File: src/rtl/operands_pkg.sv
// Shared widths, dimension helpers and state encoding for the operand read path.
// Imported by the reader, its row buffer and the bus interface.
package operands_pkg;

  localparam int OPR_DATA_WIDTH = 32;
  localparam int OPR_BUS_WIDTH  = 64;

  typedef enum logic [2:0] {
    ST_IDLE   = 3'd0,
    ST_FETCH  = 3'd1,
    ST_CHECK  = 3'd2,
    ST_STREAM = 3'd3,
    ST_DONE   = 3'd4
  } state_e;

  function automatic int max_dim(input int data_w, input int bus_w);
    return bus_w / data_w;
  endfunction

  // A dimension of 0 or anything above the store capacity means "full matrix".
  function automatic int clamp_dim(input int dim, input int max_d);
    return ((dim == 0) || (dim > max_d)) ? max_d : dim;
  endfunction

endpackage

File: src/rtl/operand_reader_if.sv
// Store-side send handshake plus the element stream toward the datapath.
// master = operand_reader, slave = store/datapath side.
interface operand_reader_if import operands_pkg::*; #(
  parameter int DATA_WIDTH = OPR_DATA_WIDTH,
  parameter int BUS_WIDTH  = OPR_BUS_WIDTH
) ();
  localparam int MAX_DIM = max_dim(DATA_WIDTH, BUS_WIDTH);
  localparam int IDX_W   = $clog2(MAX_DIM);

  logic                  start_send_o;
  logic [BUS_WIDTH-1:0]  op_data_i;
  logic                  finish_send_i;
  logic                  elem_valid_o;
  logic                  elem_ready_i;
  logic [DATA_WIDTH-1:0] elem_o;
  logic [IDX_W-1:0]      elem_row_o;
  logic [IDX_W-1:0]      elem_col_o;

  modport master (
    output start_send_o, input op_data_i, input finish_send_i,
    output elem_valid_o, input elem_ready_i,
    output elem_o, output elem_row_o, output elem_col_o
  );

  modport slave (
    input start_send_o, output op_data_i, output finish_send_i,
    input elem_valid_o, output elem_ready_i,
    input elem_o, input elem_row_o, input elem_col_o
  );
endinterface

File: src/rtl/operand_row_buffer.sv
// Captures one store row per enabled slot and exposes element (row, col)
// through a lane mux; lane 0 (LSBs) of a row is column 0.
module operand_row_buffer import operands_pkg::*; #(
  parameter  int DATA_WIDTH = OPR_DATA_WIDTH,
  parameter  int BUS_WIDTH  = OPR_BUS_WIDTH,
  localparam int MAX_DIM    = max_dim(DATA_WIDTH, BUS_WIDTH),
  localparam int IDX_W      = $clog2(MAX_DIM)
) (
  input  logic                  clk_i,
  input  logic                  rst_i,
  input  logic                  i_clr,
  input  logic [MAX_DIM-1:0]    i_cap_en,
  input  logic [BUS_WIDTH-1:0]  i_row_data,
  input  logic [IDX_W-1:0]      i_row,
  input  logic [IDX_W-1:0]      i_col,
  output logic [DATA_WIDTH-1:0] o_elem
);
  logic [BUS_WIDTH-1:0] r_rows [MAX_DIM];
  logic [MAX_DIM*MAX_DIM-1:0][DATA_WIDTH-1:0] w_lane;

  always_ff @(posedge clk_i) begin
    for (int i = 0; i < MAX_DIM; i++) begin
      if (rst_i || i_clr) begin
        r_rows[i] <= '0;
      end else if (i_cap_en[i]) begin
        r_rows[i] <= i_row_data;
      end
    end
  end

  // Flattened (row, col) lane table so the read mux is a single index.
  for (genvar gi = 0; gi < MAX_DIM; gi++) begin : g_row
    for (genvar gj = 0; gj < MAX_DIM; gj++) begin : g_col
      assign w_lane[gi*MAX_DIM + gj] = r_rows[gi][gj*DATA_WIDTH +: DATA_WIDTH];
    end
  end

  assign o_elem = w_lane[{i_row, i_col}];
endmodule

File: src/rtl/operand_reader.sv
// Sweeps the operand store once per start, buffers the first dim rows, checks
// the store's finish flag and streams the dim x dim matrix row-major.
module operand_reader import operands_pkg::*; #(
  parameter  int DATA_WIDTH = OPR_DATA_WIDTH,
  parameter  int BUS_WIDTH  = OPR_BUS_WIDTH,
  localparam int MAX_DIM    = max_dim(DATA_WIDTH, BUS_WIDTH),
  localparam int IDX_W      = $clog2(MAX_DIM),
  localparam int DIM_W      = IDX_W + 1
) (
  input  logic             clk_i,
  input  logic             rst_i,
  input  logic             start_i,
  input  logic [DIM_W-1:0] dim_i,
  operand_reader_if.master bus,
  output logic             busy_o,
  output logic             done_o,
  output logic             err_o
);
  localparam logic [2:0] S_IDLE   = ST_IDLE;
  localparam logic [2:0] S_FETCH  = ST_FETCH;
  localparam logic [2:0] S_CHECK  = ST_CHECK;
  localparam logic [2:0] S_STREAM = ST_STREAM;
  localparam logic [2:0] S_DONE   = ST_DONE;

  logic [2:0]       r_state;
  logic [DIM_W-1:0] r_dim;
  logic [IDX_W-1:0] r_fcnt;
  logic [IDX_W-1:0] r_row;
  logic [IDX_W-1:0] r_col;
  logic             r_err;

  logic [DIM_W-1:0] w_last;
  logic             w_fetch_last;
  logic             w_col_last;
  logic             w_row_last;
  logic             w_clr;
  logic [MAX_DIM-1:0] w_cap_en;
  logic [DATA_WIDTH-1:0] w_elem;

  assign w_last       = r_dim - DIM_W'(1);
  assign w_fetch_last = (r_fcnt == IDX_W'(MAX_DIM - 1));
  assign w_col_last   = ({1'b0, r_col} == w_last);
  assign w_row_last   = ({1'b0, r_row} == w_last);
  assign w_clr        = (r_state == S_IDLE) && start_i;

  // The sweep always covers every store row; only rows below dim are kept.
  for (genvar gi = 0; gi < MAX_DIM; gi++) begin : g_cap
    assign w_cap_en[gi] = (r_state == S_FETCH) && (r_fcnt == IDX_W'(gi)) &&
                          (DIM_W'(gi) < r_dim);
  end

  operand_row_buffer #(.DATA_WIDTH(DATA_WIDTH), .BUS_WIDTH(BUS_WIDTH)) u_buf (
    .clk_i     (clk_i),
    .rst_i     (rst_i),
    .i_clr     (w_clr),
    .i_cap_en  (w_cap_en),
    .i_row_data(bus.op_data_i),
    .i_row     (r_row),
    .i_col     (r_col),
    .o_elem    (w_elem)
  );

  always_ff @(posedge clk_i) begin
    if (rst_i) begin
      r_state <= S_IDLE;
      r_dim   <= DIM_W'(MAX_DIM);
      r_fcnt  <= '0;
      r_row   <= '0;
      r_col   <= '0;
      r_err   <= 1'b0;
    end else begin
      case (r_state)
        S_IDLE: begin
          if (start_i) begin
            r_dim   <= DIM_W'(clamp_dim(32'(dim_i), MAX_DIM));
            r_err   <= 1'b0;
            r_fcnt  <= '0;
            r_state <= S_FETCH;
          end
        end
        S_FETCH: begin
          if (w_fetch_last) begin
            r_fcnt  <= '0;
            r_state <= S_CHECK;
          end else begin
            r_fcnt <= r_fcnt + 1'b1;
          end
        end
        S_CHECK: begin
          if (!bus.finish_send_i) r_err <= 1'b1;
          r_row   <= '0;
          r_col   <= '0;
          r_state <= S_STREAM;
        end
        S_STREAM: begin
          // Terminal compares against dim-1 keep the narrow counters from wrapping.
          if (bus.elem_ready_i) begin
            if (w_col_last) begin
              r_col <= '0;
              if (w_row_last) begin
                r_row   <= '0;
                r_state <= S_DONE;
              end else begin
                r_row <= r_row + 1'b1;
              end
            end else begin
              r_col <= r_col + 1'b1;
            end
          end
        end
        S_DONE:  r_state <= S_IDLE;
        default: r_state <= S_IDLE;
      endcase
    end
  end

  assign bus.start_send_o = (r_state == S_FETCH);
  assign bus.elem_valid_o = (r_state == S_STREAM);
  assign bus.elem_o       = w_elem;
  assign bus.elem_row_o   = r_row;
  assign bus.elem_col_o   = r_col;
  assign busy_o           = (r_state != S_IDLE);
  assign done_o           = (r_state == S_DONE);
  assign err_o            = r_err;
endmodule

File: src/flat_wrapper.sv
// flat-port wrapper written by rule: the top's interface ports become plain ports
module operand_reader_flat import operands_pkg::*;
#(
  parameter  int DATA_WIDTH = OPR_DATA_WIDTH,
  parameter  int BUS_WIDTH  = OPR_BUS_WIDTH,
  localparam int MAX_DIM    = max_dim(DATA_WIDTH, BUS_WIDTH),
  localparam int IDX_W      = $clog2(MAX_DIM),
  localparam int DIM_W      = IDX_W + 1
)
  (clk_i, rst_i, start_i, dim_i, busy_o, done_o, err_o, bus_start_send_o, bus_op_data_i, bus_finish_send_i, bus_elem_valid_o, bus_elem_ready_i, bus_elem_o, bus_elem_row_o, bus_elem_col_o);
  operand_reader_if #(.DATA_WIDTH(DATA_WIDTH), .BUS_WIDTH(BUS_WIDTH)) bus_i ();
  input  logic clk_i;
  input  logic rst_i;
  input  logic start_i;
  input  logic [DIM_W-1:0] dim_i;
  output logic busy_o;
  output logic done_o;
  output logic err_o;
  output wire logic [$bits(bus_i.start_send_o)-1:0] bus_start_send_o;
  input wire logic [$bits(bus_i.op_data_i)-1:0] bus_op_data_i;
  input wire logic [$bits(bus_i.finish_send_i)-1:0] bus_finish_send_i;
  output wire logic [$bits(bus_i.elem_valid_o)-1:0] bus_elem_valid_o;
  input wire logic [$bits(bus_i.elem_ready_i)-1:0] bus_elem_ready_i;
  output wire logic [$bits(bus_i.elem_o)-1:0] bus_elem_o;
  output wire logic [$bits(bus_i.elem_row_o)-1:0] bus_elem_row_o;
  output wire logic [$bits(bus_i.elem_col_o)-1:0] bus_elem_col_o;
  assign bus_start_send_o = bus_i.start_send_o;
  assign bus_i.op_data_i = bus_op_data_i;
  assign bus_i.finish_send_i = bus_finish_send_i;
  assign bus_elem_valid_o = bus_i.elem_valid_o;
  assign bus_i.elem_ready_i = bus_elem_ready_i;
  assign bus_elem_o = bus_i.elem_o;
  assign bus_elem_row_o = bus_i.elem_row_o;
  assign bus_elem_col_o = bus_i.elem_col_o;
  operand_reader #(.DATA_WIDTH(DATA_WIDTH), .BUS_WIDTH(BUS_WIDTH)) u_core (.clk_i(clk_i), .rst_i(rst_i), .start_i(start_i), .dim_i(dim_i), .bus(bus_i), .busy_o(busy_o), .done_o(done_o), .err_o(err_o));
endmodule
File: config.mk
export PLATFORM = sky130hd
export DESIGN_NAME = operand_reader_flat
export DESIGN_NICKNAME = d
export VERILOG_FILES = /design/src/rtl/operands_pkg.sv /design/src/rtl/operand_reader_if.sv /design/src/rtl/operand_row_buffer.sv /design/src/rtl/operand_reader.sv /design/src/flat_wrapper.sv
export SDC_FILE = /design/constraint.sdc
export NUM_CORES = 1
export LEC_CHECK = 0
export ABC_CLOCK_PERIOD_IN_PS = 3650
export BUFFER_PORTS_ARGS = -buffer_cell sky130_fd_sc_hd__buf_2
export CORE_ASPECT_RATIO = 0.75
export CORE_MARGIN = 10
export CORE_UTILIZATION = 45
export CTS_BUF_LIST = sky130_fd_sc_hd__clkbuf_4 sky130_fd_sc_hd__clkbuf_8 sky130_fd_sc_hd__clkbuf_16
export CTS_CLUSTER_SIZE = 28
export DETAILED_ROUTE_END_ITERATION = 7
export PLACE_DENSITY = 0.67
export REMOVE_ABC_BUFFERS = 1
export SLEW_MARGIN = 20
export SYNTH_ARGS = -nofsm -noshare
export SYNTH_HDL_FRONTEND = slang
export SYNTH_SLANG_ARGS = --single-unit
File: constraint.sdc
create_clock -name clk_i -period 3.65 [get_ports clk_i]
set_input_delay 0.1825 -clock clk_i [delete_from_list [all_inputs] [get_ports clk_i]]
set_output_delay 0.1825 -clock clk_i [all_outputs]
set_load 0.01 [all_outputs]
==> Word-level counts from Yosys, hierarchy flattened <==
Memories as Yosys holds them, arrays and structs flattened.
Index checks and enable logic that the tools add are counted.
{ "totals": {"register_bits": 9, "ram_bits": 128, "input_bits": 71, "output_inout_bits": 39, "word_cells": 80, "memories": 1} }
{ "op_classes": {"add_sub_neg": 4, "n_lt_le_gt_ge": 4, "eq_ne": 12, "mux": 31, "n_bitwise": 3, "n_reduce_logical": 19} }
{ "memory_table": {"columns": ["memory", "words", "width", "read_ports", "rd_ports_with_merged_regs", "wr", "line", "text"], "rows": [
  ["u_core.u_buf.r_rows", 2, 64, 2, 0, 2, "operand_row_buffer.sv:18", "logic [BUS_WIDTH-1:0] r_rows [MAX_DIM];"]
]} }
{ "ops": {"columns": ["op", "n"], "rows": [
  ["$mux W64", 2],
  ["$bmux W32 S2", 1],
  ["$mux W32", 1],
  ["$mux W1", 16],
  ["$mux W3", 5],
  ["$pmux W3 S4", 1],
  ["$ne A2 B1 Y1 const B", 4],
  ["$pmux W1 S2", 4],
  ["$eq A3 B2 Y1 const B", 2],
  ["$reduce_and A2 Y1", 3],
  ["$reduce_and A3 Y1", 2],
  ["$reduce_bool A2 Y1", 3],
  ["$logic_and A1 B1 Y1", 5],
  ["$reduce_and A5 Y1", 1],
  ["$eq A1 B2 Y1", 2],
  ["$lt A1 B2 Y1 const A", 2],
  ["$ne A2 B2 Y1 const B", 2],
  ["$add A1 B1 Y1 const B", 3],
  ["$eq A3 B1 Y1 const B", 1],
  ["$eq A3 B3 Y1 const B", 1],
  ["$logic_not A3 Y1", 1],
  ["$lt A2 B3 Y1 const B", 1],
  ["$reduce_bool A3 Y1", 1],
  ["$gt A2 B2 Y1 const B", 1],
  ["6 further kinds", 8]
]} }

==> Depth between registers and ports, before layout <==
Gate-level depths: netlist of run 1.
{ "logic_depth": {"word_depth": 7, "mapped_depth": 6, "depth_no_buf": 5} }

==> By module <==
Synthesis of run 1 repeated with hierarchy kept, for this count alone.
{ "unflattened": {"hier_cells": 399, "area_unflattened_um2": 6899.1} }
{ "modules_own_cells": {"columns": ["mod", "instances", "cells_per_inst", "area_per_inst_um2"], "rows": [
  ["operand_row_buffer", 1, 339, 6369.9],
  ["operand_reader", 1, 60, 529.3]
]} }

==> Worst setup path after synthesis of run 1 <==
OpenSTA, ideal clock, no wires.
{ "synth_path": {"path_type": "flip-flop to flip-flop", "startpoint": "register u_core.r_state[1]", "endpoint": "memory u_core.u_buf.r_rows[1][0] in the netlist's numbering, enable pin", "t_arrival_ps": 2736, "required_time_ps": 3217, "slack_ps": 482, "stages_incl_launch_ff": 5, "path_buffers": 1, "synth_period_minus_slack_ps": 3168, "path_cell_list": "dfxtp_1 > or3b_4 > nor3_2 > buf_4 > nand2b_1"} }
{ "synth_rtl": {"columns": ["element", "line", "text"], "rows": [
  ["from (decl)", "operand_reader.sv:25", "logic [2:0] r_state;"],
  ["from (signal assigned)", "operand_reader.sv:65", "r_state <= S_IDLE;"],
  ["from (signal assigned)", "operand_reader.sv:78", "r_state <= S_FETCH;"],
  ["from (signal assigned)", "operand_reader.sv:84", "r_state <= S_CHECK;"],
  ["to (decl)", "operand_row_buffer.sv:18", null]
]} }

==> Worst setup path in the final report of run 1 <==
{ "layout_path": {"startpoint": "register u_core.r_col (netlist: u_core.bus.elem_col_o)", "endpoint": "output bus_elem_o[31]"} }
{ "layout_between": {"elab_chain_cells": 2} }
{ "layout_rtl": {"columns": ["element", "line", "text"], "rows": [
  ["from (decl)", "operand_reader.sv:29", "logic [IDX_W-1:0] r_col;"],
  ["from (signal assigned)", "operand_reader.sv:107", "r_col <= r_col + 1'b1;"],
  ["$bmux W32 S2", "operand_row_buffer.sv:38", "assign o_elem = w_lane[{i_row, i_col}];"],
  ["$mux W32 (not written as such)", "operand_row_buffer.sv:38", null],
  ["to (decl)", "flat_wrapper.sv:24", "output wire logic [$bits(bus_i.elem_o)-1:0] bus_elem_o;"]
]} }
Every way passes these cells. The select of a mux whose other input is x is not followed.

==> qor.csv, run 1 <==
metric;value;unit
status;finished, final reports clean;
crit_chain;buf_4 -> mux4_2 -> buf_2;
min_path_cells;2;
async_reset_ff_share;0;%
cts_tree;yes;
finalWirelength;13400;µm
critPathKind;reg -> out;
reg2reg_to;u_core.u_buf.r_rows[0][1];
slew_viol_final;0;
cts_root_buffer;clkbuf_16;
yosys_warnings;0;
htreeDepth;4;
rsz0062_at_grt;no;
period_needed;2.48;ns
core_area;0.0132;mm²
wire_per_inst;20.1;µm
fp-row-count;36;
ctsResizeCount;0;
irDropWorstVdd;404;µV
io_pins;110;
reg2reg_depth;4;
clk_pin_slew;0.06;ns
ant_nets;0;
finalCritPeriodShare;68.1;%
min_from;bus_op_data_i[4];
hold_viol_final;0;
ys.flop_type;edfxtp_1;
vias;3645;
hold_path_class;in -> reg;
reg2reg_slack;1.18;ns
synth_top_cell_area_share;62.9;%
utilization;55.7;%
p_leak;3.34;nW
start_kind;flip-flop;
drive_above_1_share;36.4;%
power_frac_seq;48.6;%
yosys-top-cells-count;and3_1 (130), edfxtp_1 (128), mux4_2 (32);
fin_worst_skew;0.0104;ns
dp_hpwl;8280;µm
grt_pass1_vias;3867;
initial_core_util;46.5;%
diodes;0;
switchingPower;0.000870;W
grt-ovfl-total;0;
cp-end-kind;output port;
synth_top_area_cell;edfxtp_1;
drtIter0Drc;279;
clockBufferDepth;2;
dr.pass1.iters;5;
grt_antenna_before_repair;0;
cts_buffers;17;
synth_most_common_cell;and3_1;
syn_avg_cell_area;15.8;µm²
grt_use_total;14.4;%
drv_cap;0;
clock_latency;0.41;ns
areaGrowthSynthToFinish;19.8;%
synth_cell_types;35;
cp_slowest_cell;mux4_2;
max-slew-margin-rel;32.1;%
cp_slowest_stage_delay;0.60;ns
layout.nets;555;
r2r_start;u_core.r_state[0];
synth_edf_count;128;
worstMarginPinSlew;1.02;ns
p_per_area;540;mW/mm²
drc;0;
cts.sink_count;137;
portBuffers;109;
die_w;155;µm
place_congestion;0.827;
vias_per_cell;5.48;
hold_buffers;0;
crit_arrival;2.30;ns
netlist_area;0.00611;mm²
whs_endpoint;u_core.u_buf.r_rows[0][4];
grt_pass1_wl;21000;µm
holdWs;0.0782;ns
post_cts_buffers;0;
syn_inst;387;
swShare;22.0;%
power_frac_comb;9.2;%
max_freq;403;MHz
dieHeight;121;µm
clockPowerShare;42.2;%
grt_max_degree;70;
yosys_register_bits;137;
synth_area_leaders;edfxtp_1 (63%), and3_1 (13%), mux4_2 (12%);
critPathMaxFanout;24;
synth.yosys.seq_area_share;65.8;%
dieArea;0.0187;mm²
setup_viol;0;
required;3.47;ns
cellInternalPower;0.00308;W
-- registers in the layout (all words and copies together), names as in the netlist --
name                   cells
u_core.bus.elem_col_o      1
u_core.bus.elem_row_o      1
u_core.err_o               1
u_core.r_dim               2
u_core.r_fcnt              1
u_core.r_state             3
u_core.u_buf.r_rows      128
-- worst max-delay path: cells and delay by family (launching register included) --
family	cells	cell delay [ns]
buffers and inverters	2	0.70
muxes	1	0.60
DFF	1	0.58
-- layout by cell type, fill, tap and decap left out, types with 2 or more instances in the layout --
cell	n
a2111oi_0	3
a21oi_1	3
and3_1	130
buf_2	109
buf_4	4
bufinv_16	3
clkbuf_16	17
clkinv_1	6
clkinv_2	3
dfxtp_1	7
dfxtp_2	2
edfxtp_1	128
ha_1	2
inv_1	5
mux4_2	32
nand2_1	4
nand2b_1	3
nand2b_4	2
nor2_1	3
nor2b_1	2
nor3_4	2
nor3b_1	2
o21ai_0	2
-- cells by family (layout without fill, tap and decap cells) --
group	count (synthesis)	after routing	share of synthesized area (%)
compound gates	14	14	1.74
xor+xnor	1	1	0.143
fa+ha+maj	2	2	0.409
buf+inv	43	150	3.75
flops	137	137	65.8
mux	32	32	11.8
simple gates	158	158	16.3
-- cell type report --
type                       count  area (µm²)
inverter                       5        18.8
timing repair buffer         114         603
tap                          171         214
fill                        1088        5830
sequential                   137        4030
multi-input combinational    207        1890
clock inverter                13         135
clock buffer                  18         433
-- metal layers --
layer	wire [µm]	vias up	part of all wire, %	GRT usage [%]
met1	5980	1786	45	18.5
met2	6150	121	46	21.6
met5	0	-	0	0
met4	106	0	0.79	5.12
li1	-	1728	-	-
met3	1160	10	8.6	5.70
-- power groups by stage --
stage	registers (W)	clock network, W	logic (W)
global placement	0.00194	0	0.000356
detailed placement	0.00195	0	0.000363
CTS	0.00192	0.00169	0.000364
global route	0.00193	0.00176	0.000400
floorplan	0.00194	0	0.000195
finish	0.00192	0.00167	0.000365
-- worst max path at each step --
stage	from	to	slack [ns]
after floorplan	u_core.r_state[0]	u_core.u_buf.r_rows[0][0]	-2.41
after global placement	u_core.r_state[0]	u_core.u_buf.r_rows[0][53]	1.03
final	u_core.bus.elem_col_o	bus_elem_o[31]	1.17
after detailed placement	u_core.r_state[0]	u_core.u_buf.r_rows[1][21]	0.91
after CTS	u_core.r_state[0]	u_core.u_buf.r_rows[1][33]	0.89
after global routing	u_core.bus.elem_col_o	bus_elem_o[31]	0.98
-- through the flow --
step	total power, W	area, µm²	instances	setup slack, ns	TNS, ns
2_1_floorplan	0.00214	5900	349	-2.41	-311.74
3_3_place_gp	0.00230	6730	633	1.03	0
3_5_place_dp	0.00232	6730	633	0.913	0
4_1_cts	0.00398	7300	664	0.894	0
5_1_grt	0.00409	7320	665	0.980	0
6_report	0.00395	7320	665	1.17	0
(Power assumes the default switching activity.)
==> run 2, diff against run 1 <==
- ABC_CLOCK_PERIOD_IN_PS: 3650 -> 2000
- PLACE_DENSITY: 0.67 -> 0.69
- clock period: 3.65 -> 2 ns (I/O delays scaled with it)
==> run 2 against run 1 <==
  * Final area rose by 7.3%
  * Utilization rose by 4.0 points
  * Power rose by 86%
  * Sequential share of layout area fell by 3.7 points
  * Final cell count rose by 7.5%
  * Clock skew fell by 0.00082 ns
  * Clock power rose by 86%
  * Highest routed layer is now met5
==> qor.csv, run 2 (synthesis gave the netlist of run 1 again) <==
metric;value;unit;change
status;finished, final reports clean;;
place_congestion;0.783;;-5.4%
grt-ovfl-total;0;;unchanged
detailedPlace.worstSlack;0.228;ns;-0.685 ns
core_area;0.0132;mm²;unchanged
max-slew-margin-rel;68.5;%;+36 points
required;1.90;ns;-1.57 ns
p_per_area;938;mW/mm²;+74%
io_pins;110;;unchanged
worstMarginPinSlew;0.471;ns;-0.547 ns
critPathKind;reg -> out;;
dieHeight;121;µm;unchanged
drc;0;;unchanged
fin_worst_skew;0.00956;ns;-0.000815 ns
layout.nets;603;;+8.6%
rsz0062_at_grt;no;;
cp_slowest_cell;mux4_2;;
grt_antenna_before_repair;2;;+2
drtIter0Drc;335;;+20%
fp-row-count;36;;unchanged
setup_viol;0;;unchanged
finalWirelength;13900;µm;+3.5%
ant_nets;0;;unchanged
period_needed;1.92;ns;
reg2reg_slack;0.21;ns;-0.97 ns
start_kind;flip-flop;;
seqCellArea;0.00403;mm²;about the same
grt_use_total;15.4;%;+1.0 points
setup_ws;0.0799;ns;-1.09 ns
cp_slowest_stage_delay;0.56;ns;-0.04 ns
layout.cells.non_filler;715;;+7.5%
grt_pass1_vias;4176;;+8.0%
irDropWorstVdd;717;µV;+77%
drive_above_1_share;36.5;%;about the same
initial_core_util;46.5;%;unchanged
clk_pin_slew;0.06;ns;about the same
top_register;u_core.u_buf.r_rows;;
clock_latency;0.41;ns;about the same
max_freq;521;MHz;
critPathMaxFanout;14;;-42%
cts_tree;yes;;
vias_per_cell;5.41;;-1.2%
crit_arrival;1.82;ns;-0.48 ns
fill_cells;1038;;-4.6%
hold_viol_final;0;;unchanged
hold_path_class;in -> reg;;
die_w;155;µm;unchanged
p_total;0.00737;W;+86%
dp_hpwl;9200;µm;+11%
clockBufferDepth;2;;unchanged
crit_chain;buf_12 -> mux4_2 -> buf_2;;
top_regs;u_core.u_buf.r_rows: 128 flops, u_core.r_state: 3 flops, u_core.r_dim: 2 flops;;
p_leak;3.58;nW;+7.3%
dr.pass1.iters;5;;unchanged
areaGrowthSynthToFinish;28.5;%;
slew_viol_final;0;;unchanged
place_inst;646;;+2.1%
finalCritPeriodShare;96.0;%;
utilization;59.7;%;+4.0 points
portBuffers;109;;unchanged
cts.sink_count;137;;unchanged
vias;3871;;+6.2%
htreeDepth;4;;unchanged
drv_cap;0;;unchanged
grt_max_degree;45;;-36%
wire_per_inst;19.4;µm;-3.7%
final_cell_mix;and3_1 (130), edfxtp_1 (128), buf_2 (109);;
cp-end-kind;output port;;
largest_register_ffs;128;;unchanged
final_common_cell;and3_1;;
multi_input_area;0.00189;mm²;unchanged
dieArea;0.0187;mm²;unchanged
grt_pass1_wl;22600;µm;+8.0%
cts_buffers;17;;unchanged
fin_area;0.00786;mm²;+7.3%
cts_root_buffer;clkbuf_16;;
place_area;0.00690;mm²;+2.6%
post_cts_buffers;0;;unchanged
## run 2: final timing paths
check,from,endpoint,cells after the start
max reg2reg,u_core.r_state[1],u_core.u_buf.r_rows[1][60],4
min,bus_op_data_i[43],u_core.u_buf.r_rows[1][43],2
max,u_core.bus.elem_col_o,bus_elem_o[14],3
min reg2reg,u_core.err_o,u_core.err_o,1
## run 2: layer usage
layer / GRT usage [%] / vias to the layer above / wire (µm)
met3: 5.38 / 12 / 1260
met4: 5.30 / 2 / 101
met2: 23.6 / 128 / 6430
li1: - / 1829 / -
met1: 19.9 / 1900 / 6050
met5: 0 / - / 13
## run 2: per-stage QoR
stage / hold slack, ns / TNS (ns)
floorplan: 0.169 / -749.65
global placement: 0.408 / 0
detailed placement: 0.418 / 0
CTS: 0.000194 / 0
global route: 0.00635 / 0
finish: 0.0160 / 0
## run 2: area by class of cell
type | instances | share of cell area, %
flip-flops and latches | 137 | 51.3
diodes | 1 | 0.0319
inverters | 5 | 0.239
clock buffers | 18 | 5.51
repair buffers | 162 | 14.1
multi-input cells | 207 | 24.1
well taps | 171 | 2.72
clock inverters | 14 | 1.99
## run 2: repair_timing
action                     CTS  global route
resized for setup            1             0
hold buffers                36             0
hold endpoints to repair    54             0
setup endpoints to repair   25             0
## run 2: worst max-delay path: cells and delay by family (launching register included)
family,cells,cell delay [ns]
buf+inv,2,0.38
flops,1,0.46
mux,1,0.56
## run 2: report_power, final
group,switching (W),leakage (nW),internal [W]
clock,0.00114,0.290,0.00196
combinational,0.000426,1.82,0.000353
sequential,0.0000703,1.48,0.00342
total,0.00164,3.58,0.00573
==> run 3, diff against run 2 <==
- BUFFER_PORTS_ARGS: -buffer_cell sky130_fd_sc_hd__buf_2 -> unset
- CORE_MARGIN: 10 -> 2
- DONT_BUFFER_PORTS: unset -> 1
- PLACE_DENSITY: 0.69 -> 0.72
==> run 3 against run 2 <==
  * Non-clock buffer count decreased by 76
  * Critical endpoint is now u_core.u_buf.r_rows[1][17]
  * Die area fell by 22%
  * Global-route usage is 3.0 points higher
  * Register-to-register slack lost 0.08 ns
  * Wire length is 8.4% lower
  * Via count fell by 7.2%
  * Sequential power barely moved
  * Clock power up 4%
==> qor.csv, run 3 (synthesis gave the netlist of run 1 again) <==
metric;value;unit;change
p_total;0.00742;W;+0.72%
required;2.27;ns;+0.37 ns
grt-ovfl-total;0;;unchanged
final_common_cell;and3_1;;
dieHeight;105;µm;-13%
largest_register_ffs;128;;unchanged
place_congestion;0.831;;+6.1%
cts_buffers;17;;unchanged
p_per_area;967;mW/mm²;+3.1%
cts_tree;yes;;
io_pins;110;;unchanged
clock_latency;0.41;ns;about the same
irDropWorstVdd;729;µV;+1.8%
fin_worst_skew;0.00707;ns;-0.00248 ns
hold_viol_final;0;;unchanged
busiest_layer;met2;;
critPathKind;reg -> reg;;
dr.pass1.iters;4;;-1
cts_root_buffer;clkbuf_16;;
drive_above_1_share;18.6;%;-18 points
crit_arrival;2.14;ns;+0.32 ns
vias_per_cell;5.63;;+4.0%
setup_ws;0.129;ns;+0.0489 ns
layout.cells.non_filler;638;;-11%
worstMarginPinSlew;0.559;ns;+0.0878 ns
initial_core_util;46.6;%;+0.16 points
grt_pass1_wl;20300;µm;-10%
cts.sink_count;137;;unchanged
die_w;139;µm;-10%
dieArea;0.0145;mm²;-22%
grt_antenna_before_repair;0;;-2
drtIter0Drc;249;;-26%
setup_viol;0;;unchanged
clockBufferDepth;2;;unchanged
wire_per_inst;19.9;µm;+2.7%
diodes;0;;-1
status;finished, final reports clean;;
layout.nets;527;;-13%
top_regs;u_core.u_buf.r_rows: 128 flops, u_core.r_state: 3 flops, u_core.r_dim: 2 flops;;
grtUsageMet2;31.5;%;+7.9 points
fill_cells;982;;-5.4%
reg2reg_depth;5;;+1
hold_path_class;in -> reg;;
fp-row-count;36;;unchanged
ant_nets;0;;unchanged
grt_pass1_vias;3894;;-6.8%
cp-end-kind;flip-flop;;
slew_viol_final;0;;unchanged
grt_use_total;18.4;%;+3.0 points
grt_max_degree;65;;+44%
final_cell_mix;and3_1 (130), edfxtp_1 (128), dlygate4sd3_1 (70);;
finalWirelength;12700;µm;-8.4%
use_met1;21.2;%;+1.3 points
min_path_cells;2;;unchanged
vias;3592;;-7.2%
finalCritPeriodShare;93.6;%;-2.4 points
use_met3;7.01;%;+1.6 points
period_needed;1.87;ns;-0.0489 ns
max_freq;534;MHz;+2.6%
dp_hpwl;7660;µm;-17%
clk_pin_slew;0.06;ns;about the same
htreeDepth;4;;unchanged
core_area;0.0131;mm²;-0.34%
critPathMaxFanout;52;;+38
place_inst;536;;-17%
max-slew-margin-rel;62.7;%;-5.8 points
start_kind;flip-flop;;
top_register;u_core.u_buf.r_rows;;
p_leak;3.27;nW;-8.7%
portBuffers;0;;-100%
drv_cap;0;;unchanged
drc;0;;unchanged
rsz0062_at_grt;no;;
detailedPlace.worstSlack;0.0992;ns;-0.129 ns
areaGrowthSynthToFinish;25.6;%;
## run 3: cell count changes in the layout (fill, tap and decap cells not counted), moves of 2 or more
cell / change
clkinv_2: -3
buf_4: -3
clkinv_4: -2
dlygate4sd3_1: +34
buf_2: -109
clkbuf_4: +4
## run 3: cell type report
class                           count  area, µm²  area share [%]
Multi-Input combinational cell    207       1890            24.7
Clock buffer                       22        463            6.03
Inverter                            5       18.8           0.244
Sequential cell                   137       4030            52.4
Clock inverter                     10        150            1.96
Tap cell                          171        214            2.79
Timing Repair Buffer               86        912            11.9
## run 3: what timing repair did
| action | in CTS | in global routing |
|---|---|---|
| gates resized for setup | 0 | 1 |
| hold buffers | 70 | 0 |
| endpoints found under the setup margin | 0 | 64 |
| hold endpoints to repair | 137 | 0 |
| setup buffers | 0 | 0 |
## run 3: routing by layer
| metal | wire length, µm | vias to the layer above |
|---|---|---|
| met5 | 0 | - |
| met4 | 196 | 0 |
| met3 | 896 | 16 |
| met2 | 6390 | 117 |
| met1 | 5210 | 1785 |
| li1 | - | 1674 |
## run 3: critical path, stage by stage, from the launching register on
cell     delay (ns)
dfxtp_1        0.46
nor4b_2        0.08
buf_4          0.15
nor2_4         0.34
buf_4          0.44
and3_1         0.25
## run 3: through the flow
| step | util (%) | hold WS [ns] | TNS [ns] | instance area (µm²) |
|---|---|---|---|---|
| finish | 58.6 | 0.0431 | 0 | 7680 |
| global route | 58.6 | 0.0450 | 0 | 7680 |
| CTS | 58.5 | 0.0181 | 0 | 7670 |
| detailed placement | 48.5 | 0.167 | 0 | 6360 |
| global placement | 48.5 | 0.170 | 0 | 6360 |
| floorplan | - | 0.169 | -749.65 | 5900 |
## run 3: worst paths after layout
check / endpoint / from / slack (ns)
worst min register to register: u_core.err_o / u_core.err_o / 0.55
worst max register to register: u_core.u_buf.r_rows[1][17] / u_core.r_state[2] / 0.13
worst min-delay path: u_core.bus.elem_row_o / rst_i / 0.04
worst max-delay path: u_core.u_buf.r_rows[1][17] / u_core.r_state[2] / 0.13
## run 3: power by group
group	leakage (nW)	internal (W)	total, W	switching, W
Sequential	1.48	0.00342	0.00349	0.0000709
Combinational	1.49	0.000306	0.000695	0.000389
Clock	0.304	0.00214	0.00323	0.00110
